<file path="src/rtl/beam_thresh_sequencer.sv">
// -----------------------------------------------------------------------------
// beam_thresh_sequencer
//
// Controller for an array of NBEAMS/2 dual-beam threshold/trigger slices.
// Per-beam threshold writes arrive on a valid/ready port and are forwarded on
// a shared 18-bit threshold bus together with a one-hot staging enable (or all
// enables for a broadcast). A single global update strobe commits every
// slice's staged thresholds on the same clock. The sequencer guarantees that
// no staging enable coincides with, or directly follows, the update strobe.
//
// Optional feature (macro BEAM_THRESH_SHADOW_EN):
//   When defined, a staged/active shadow copy of every beam threshold is kept
//   and the committed value can be read back on rd_addr_i/rd_data_o with one
//   cycle of latency. When undefined, rd_data_o is tied to zero.
//
// Ports:
//   clk_i         system clock
//   rst_i         synchronous active-high reset
//   wr_addr_i     beam index of a threshold write; all-ones = broadcast
//   wr_data_i     threshold value
//   wr_valid_i    write request
//   wr_ready_o    write accepted when wr_valid_i & wr_ready_o
//   update_req_i  request to commit all staged thresholds
//   update_ack_o  one-cycle pulse coincident with update_o
//   thresh_o      shared threshold bus to all slices
//   thresh_ce_o   staging enables; bit 2k+1 / 2k = slice k upper / lower lane
//   update_o      common update strobe to all slices
//   dirty_o       staged writes not yet committed
//   addr_err_o    sticky out-of-range write address flag
//   rd_addr_i     shadow readback address
//   rd_data_o     committed threshold of rd_addr_i (shadow build only)
// -----------------------------------------------------------------------------
module beam_thresh_sequencer #(
  parameter int NBEAMS    = 48,
  parameter int ADDR_BITS = 6
) (
  input  logic                 clk_i,
  input  logic                 rst_i,
  input  logic [ADDR_BITS-1:0] wr_addr_i,
  input  logic [17:0]          wr_data_i,
  input  logic                 wr_valid_i,
  output logic                 wr_ready_o,
  input  logic                 update_req_i,
  output logic                 update_ack_o,
  output logic [17:0]          thresh_o,
  output logic [NBEAMS-1:0]    thresh_ce_o,
  output logic                 update_o,
  output logic                 dirty_o,
  output logic                 addr_err_o,
  input  logic [ADDR_BITS-1:0] rd_addr_i,
  output logic [17:0]          rd_data_o
);

  localparam logic [ADDR_BITS-1:0] ADDR_BCAST = {ADDR_BITS{1'b1}};
  localparam logic [ADDR_BITS-1:0] NBEAMS_A   = ADDR_BITS'(NBEAMS);
  localparam logic [NBEAMS-1:0]    CE_NONE    = {NBEAMS{1'b0}};
  localparam logic [NBEAMS-1:0]    CE_ALL     = {NBEAMS{1'b1}};

  typedef enum logic [1:0] {
    ST_IDLE  = 2'd0,
    ST_UPD   = 2'd1,
    ST_GUARD = 2'd2
  } state_e;

  state_e             state_q, state_d;
  logic               pending_q, pending_d;
  logic               ready_q, ready_d;
  logic [17:0]        thresh_q, thresh_d;
  logic [NBEAMS-1:0]  ce_q, ce_d;
  logic               update_q, update_d;
  logic               dirty_q, dirty_d;
  logic               addr_err_q, addr_err_d;
  logic               wr_accept;
  logic               upd_fire;

  // Ready is forced low while reset is asserted so the port never accepts a
  // write that the reset would discard; ready_q itself resets to 1 so the
  // port opens on the first cycle after reset.
  assign wr_ready_o   = ready_q & ~rst_i;
  assign thresh_o     = thresh_q;
  assign thresh_ce_o  = ce_q;
  assign update_o     = update_q;
  assign update_ack_o = update_q;
  assign dirty_o      = dirty_q;
  assign addr_err_o   = addr_err_q;

  // Next-state logic: write decode, update sequencing and registered outputs.
  always_comb begin
    state_d    = state_q;
    pending_d  = pending_q;
    thresh_d   = thresh_q;
    ce_d       = CE_NONE;
    dirty_d    = dirty_q;
    addr_err_d = addr_err_q;
    wr_accept  = wr_valid_i & wr_ready_o;
    // In UPD the commit fires on the first cycle with no enable on the bus,
    // so a write staged together with the request lands before the commit.
    upd_fire   = (state_q == ST_UPD) && (ce_q == CE_NONE);

    if (wr_accept) begin
      if (wr_addr_i == ADDR_BCAST) begin
        ce_d     = CE_ALL;
        thresh_d = wr_data_i;
        dirty_d  = 1'b1;
      end else if (wr_addr_i < NBEAMS_A) begin
        for (int i = 0; i < NBEAMS; i++) begin
          ce_d[i] = (wr_addr_i == ADDR_BITS'(i));
        end
        thresh_d = wr_data_i;
        dirty_d  = 1'b1;
      end else begin
        // Accepted and dropped; only the sticky error flag records it.
        addr_err_d = 1'b1;
      end
    end else begin
      ce_d = CE_NONE;
    end

    case (state_q)
      ST_IDLE: begin
        if (update_req_i || pending_q) begin
          state_d = ST_UPD;
        end else begin
          state_d = ST_IDLE;
        end
      end
      ST_UPD: begin
        if (upd_fire) begin
          state_d   = ST_GUARD;
          dirty_d   = 1'b0;
          // A request arriving on the commit cycle itself still needs its
          // own commit later; earlier ones are covered by this one.
          pending_d = update_req_i;
        end else begin
          state_d   = ST_UPD;
          pending_d = pending_q | update_req_i;
        end
      end
      ST_GUARD: begin
        state_d   = ST_IDLE;
        pending_d = pending_q | update_req_i;
      end
      default: begin
        state_d   = ST_IDLE;
        pending_d = 1'b0;
      end
    endcase

    // Outputs are precomputed from the next state so they are registered.
    update_d = (state_d == ST_UPD) && (ce_d == CE_NONE);
    // A pending commit keeps the port closed through the idle pass-through.
    ready_d  = (state_d == ST_IDLE) && !pending_d;
  end

  // State and output registers with synchronous reset.
  always_ff @(posedge clk_i) begin
    if (rst_i) begin
      state_q    <= ST_IDLE;
      pending_q  <= 1'b0;
      ready_q    <= 1'b1;
      thresh_q   <= 18'd0;
      ce_q       <= CE_NONE;
      update_q   <= 1'b0;
      dirty_q    <= 1'b0;
      addr_err_q <= 1'b0;
    end else begin
      state_q    <= state_d;
      pending_q  <= pending_d;
      ready_q    <= ready_d;
      thresh_q   <= thresh_d;
      ce_q       <= ce_d;
      update_q   <= update_d;
      dirty_q    <= dirty_d;
      addr_err_q <= addr_err_d;
    end
  end

`ifdef BEAM_THRESH_SHADOW_EN
  logic [17:0] stage_q  [NBEAMS];
  logic [17:0] stage_d  [NBEAMS];
  logic [17:0] active_q [NBEAMS];
  logic [17:0] active_d [NBEAMS];
  logic [17:0] rd_q, rd_d;

  assign rd_data_o = rd_q;

  // Shadow mirrors the slices: stage on the bus enables, commit on update.
  always_comb begin
    for (int i = 0; i < NBEAMS; i++) begin
      if (ce_q[i]) begin
        stage_d[i] = thresh_q;
      end else begin
        stage_d[i] = stage_q[i];
      end
      if (update_q) begin
        active_d[i] = stage_q[i];
      end else begin
        active_d[i] = active_q[i];
      end
    end
    if (rd_addr_i < NBEAMS_A) begin
      rd_d = active_q[rd_addr_i];
    end else begin
      rd_d = 18'd0;
    end
  end

  // Shadow storage and readback register.
  always_ff @(posedge clk_i) begin
    if (rst_i) begin
      for (int i = 0; i < NBEAMS; i++) begin
        stage_q[i]  <= 18'd0;
        active_q[i] <= 18'd0;
      end
      rd_q <= 18'd0;
    end else begin
      stage_q  <= stage_d;
      active_q <= active_d;
      rd_q     <= rd_d;
    end
  end
`else
  logic rd_addr_unused;

  assign rd_addr_unused = ^rd_addr_i;
  assign rd_data_o      = 18'd0;
`endif

endmodule
</file>
<file path="config.mk">
export PLATFORM = sky130hd
export DESIGN_NAME = beam_thresh_sequencer
export DESIGN_NICKNAME = d
export VERILOG_FILES = /design/src/rtl/beam_thresh_sequencer.sv
export SDC_FILE = /design/constraint.sdc
export NUM_CORES = 1
export LEC_CHECK = 0
export CAP_MARGIN = 40
export CORE_MARGIN = 2
export CORE_UTILIZATION = 62
export CTS_CLUSTER_SIZE = 14
export DETAILED_ROUTE_END_ITERATION = 10
export DONT_BUFFER_PORTS = 1
export GPL_ROUTABILITY_DRIVEN = 0
export PLACE_DENSITY = 0.78
export SYNTH_ARGS = -nofsm -noshare
export SYNTH_HDL_FRONTEND = slang
export SYNTH_SLANG_ARGS = --single-unit
</file>
<file path="constraint.sdc">
create_clock -name clk_i -period 1.8 [get_ports clk_i]
set_clock_uncertainty 0.05 [all_clocks]
set_input_delay 0.18 -clock clk_i [delete_from_list [all_inputs] [get_ports clk_i]]
set_output_delay 0.18 -clock clk_i [all_outputs]
set_load 0.02 [all_outputs]
</file>
==> summary.md <==
| Metric | Value |
|---|---|
| Maximum buffer depth of the clock tree | 2 |
| Initial antenna violation count | 0 |
| H-tree Lvls | 3 |
| Die X | roughly 74 um |
| Critical path launch point type | flop |
| Antenna diode instance count | 0 |
| Final ANT Viol Nets | 0 |
| Final WL | 8145 um |
| Maximum fanout along the worst path | 5 |
| Fillcell total | between 300 and 400 |
| Setup Viol. Count Final | 0 |
| Least-Margin Pin Slew | 850.4 ps |
| Commonest non-fill, non-tap cell in the layout | dfxtp_1 |
| Ys Warns | 0 |
| Overall routing resource usage | a little under a third |
| Synth top area share | about half |
| Layout cells sized above 1 | roughly a tenth |
| Critical Path AT | around 1900 ps |
| Worst-skew pair later-pin latency | around 350 ps |
| Status | finished clean |
| Setup TNS Final | 0 ps |
| Register area | approximately 1500 sq um |
| Dominant synthesized flop cell | dfxtp_1 |
| Worst EP required | about 1900 ps |
| DRC | 0 |
| Final min period | between 1500 and 2000 ps |
| Critical Path Sink Type | flop |
| Dominant cells by area after synthesis | dfxtp_1 48%, nand2_1 7.1%, buf_4 6.0% |
| Total gr overflow | 0 |
| Worst Setup Path Type | reg -> reg |
| Port bufs | 0 |
| VDD IR max | between 0.9 and 1 mV |
| WL/cell | approximately 18 um |
| Placeable Area | ~4700 sq um |
| Full die area | between 5000 and 6000 sq um |
| Synth Cell Area | 3014 sq um |
| Area after detailed placement | about 3000 sq um |
| Crit share post-route | about 96% |
| Vias | approximately 2.8k |
| Pin count of the biggest net entering global routing | 25 |
| Finished Cell Area | roughly 3500 sq um |
| Clock Sinks | 73 |
| Clock-pin slew on the worst setup and hold paths | ~80 ps |
| TritonCTS clock tree | yes |
| Post-synthesis async set-or-reset flop share | 0% |
| Starting Density | about 64% |
| Core Rows | 25 |
| Drt first-iter violations | between 400 and 500 |
| Leak | 0.001307 uW |
| Final Net Count | approximately 430 |
| Maximum capacitance violations | 0 |
| Cell Pwr Density | just under 1000 nW/um^2 |
| TritonRoute pass-1 iters | 9 |
| CTS Buf Count | 9 |
| Postcts setup bufs | 0 |
| Most frequent cells in the layout | 73 x dfxtp_1, 57 x nand2_1, 48 x nor2_1, 32 x a21oi_1, 27 x dlygate4sd3_1 |
| Register area share after synthesis | 48.48% |
| Mapped Cells | 365 |
| Avg Cell Area, Syn | around 8.3 sq um |
| Post-synth top area cell | dfxtp_1 |
| Die height | about 74 um |
| Slew Limit Fails | 0 |
| Global-route wire length before repair | about 12000 um |
| Vias in the first global route | ~2.5k |
| CTS root buffer | clkbuf_8 |
| Highest clock rate | a little under 600 MHz |
| Relative slew margins | 43.12% |
| Multi-input logic area | between 1000 and 1500 sq um |
| Power Total | 3372 uW |
| EDFF count, synth | 0 |
| Seq cells post-synth | 73 |
| Boundary pin count | 123 |
| Synth unique cells | 38 |
| RSZ-0062 raised after global routing | false |
| Via/cell ratio | a little over 6 |
| Worst hold path type | in -> reg |
| Hold Violations, Final | 0 |
| P&R area growth vs syn | 15.77% |
| Final Util | roughly 74% |
| Post-DP HPWL | approximately 4900 um |
-- Yosys cell counts (all sizes together) (3+ instances only) --
cell    number
o22ai        3
and2         4
nand2       57
nand3       12
xor2         6
nor4        13
clkbuf       8
inv          3
nor3        22
or3          8
nor2        48
dfxtp       73
a31oi        6
a21oi       33
a211oi       7
nand4        4
buf         36
o21ai        4
-- state kept, by name, summed over array words and instances, names as in the netlist --
| register | count |
|---|---|
| ready_q | 1 |
| state_q | 2 |
| update_ack_o | 1 |
| thresh_o | 18 |
| thresh_ce_o | 48 |
| addr_err_o | 1 |
| pending_q | 1 |
| dirty_o | 1 |
-- layer usage --
layer | track usage [%] | share of wire, % | vias to the layer above
met1 | 39.69 | 39 | 1245
met3 | 7.956 | 12 | 31
met5 | 0 | 0 | -
met2 | 46.13 | 46 | 216
li1 | - | - | 1264
met4 | 14.75 | 3.1 | 0
-- cell type report --
class,count,area share [%]
Sequential cell,73,41.88
Multi-Input combinational cell,262,38.44
Timing Repair Buffer,43,11.83
Clock buffer,10,3.657
Clock inverter,6,1.936
Tap cell,54,1.936
Inverter,3,0.3227
-- through the flow --
| step | setup slack, ps | instances | hold slack (ps) |
|---|---|---|---|
| floorplan | 327.0 | 382 | 199.5 |
| global placement | 179.2 | 406 | 200.9 |
| detailed placement | 174.0 | 406 | 202.7 |
| CTS | 51.05 | 451 | 1.202 |
| global route | 23.09 | 451 | 12.02 |
| finish | 66.52 | 451 | 10.96 |
-- worst paths after layout --
kind / start / to / slack (ps) / cells after the start
max reg2reg: thresh_ce_o[25] / dirty_o / 70 / 4
min: wr_addr_i[5] / thresh_ce_o[29] / 10 / 2
max: thresh_ce_o[25] / dirty_o / 70 / 4
min reg2reg: state_q[1] / state_q[1] / 500 / 1
-- logic make-up after synthesis --
family	count (synthesis)	synth area share (%)
AO/OA/AOI/OAI	58	11.21
XOR/XNOR	7	2.034
buffers and inverters	47	9.340
flip-flops	73	48.48
other	1	0.1244
AND/OR/NAND/NOR	179	28.81
-- critical path, cell delays in order (launching register included) --
cell,delay (ps)
dfxtp_1,390
nor4_1,410
nand4_1,260
nor4_4,320
a211oi_1,140
-- power breakdown --
| group | internal, uW | switching, uW |
|---|---|---|
| clock network | 645 | 624 |
| registers | 1660 | 75.6 |
| logic | 141 | 227 |
| total | 2440 | 927 |
-- repair_timing --
item / in CTS / in global routing
hold endpoints to repair: 61 / 0
hold buffers: 29 / 0
resized for setup: 0 / 3
endpoints found under the setup margin: 0 / 2
Power figures use the tool's default switching activity.
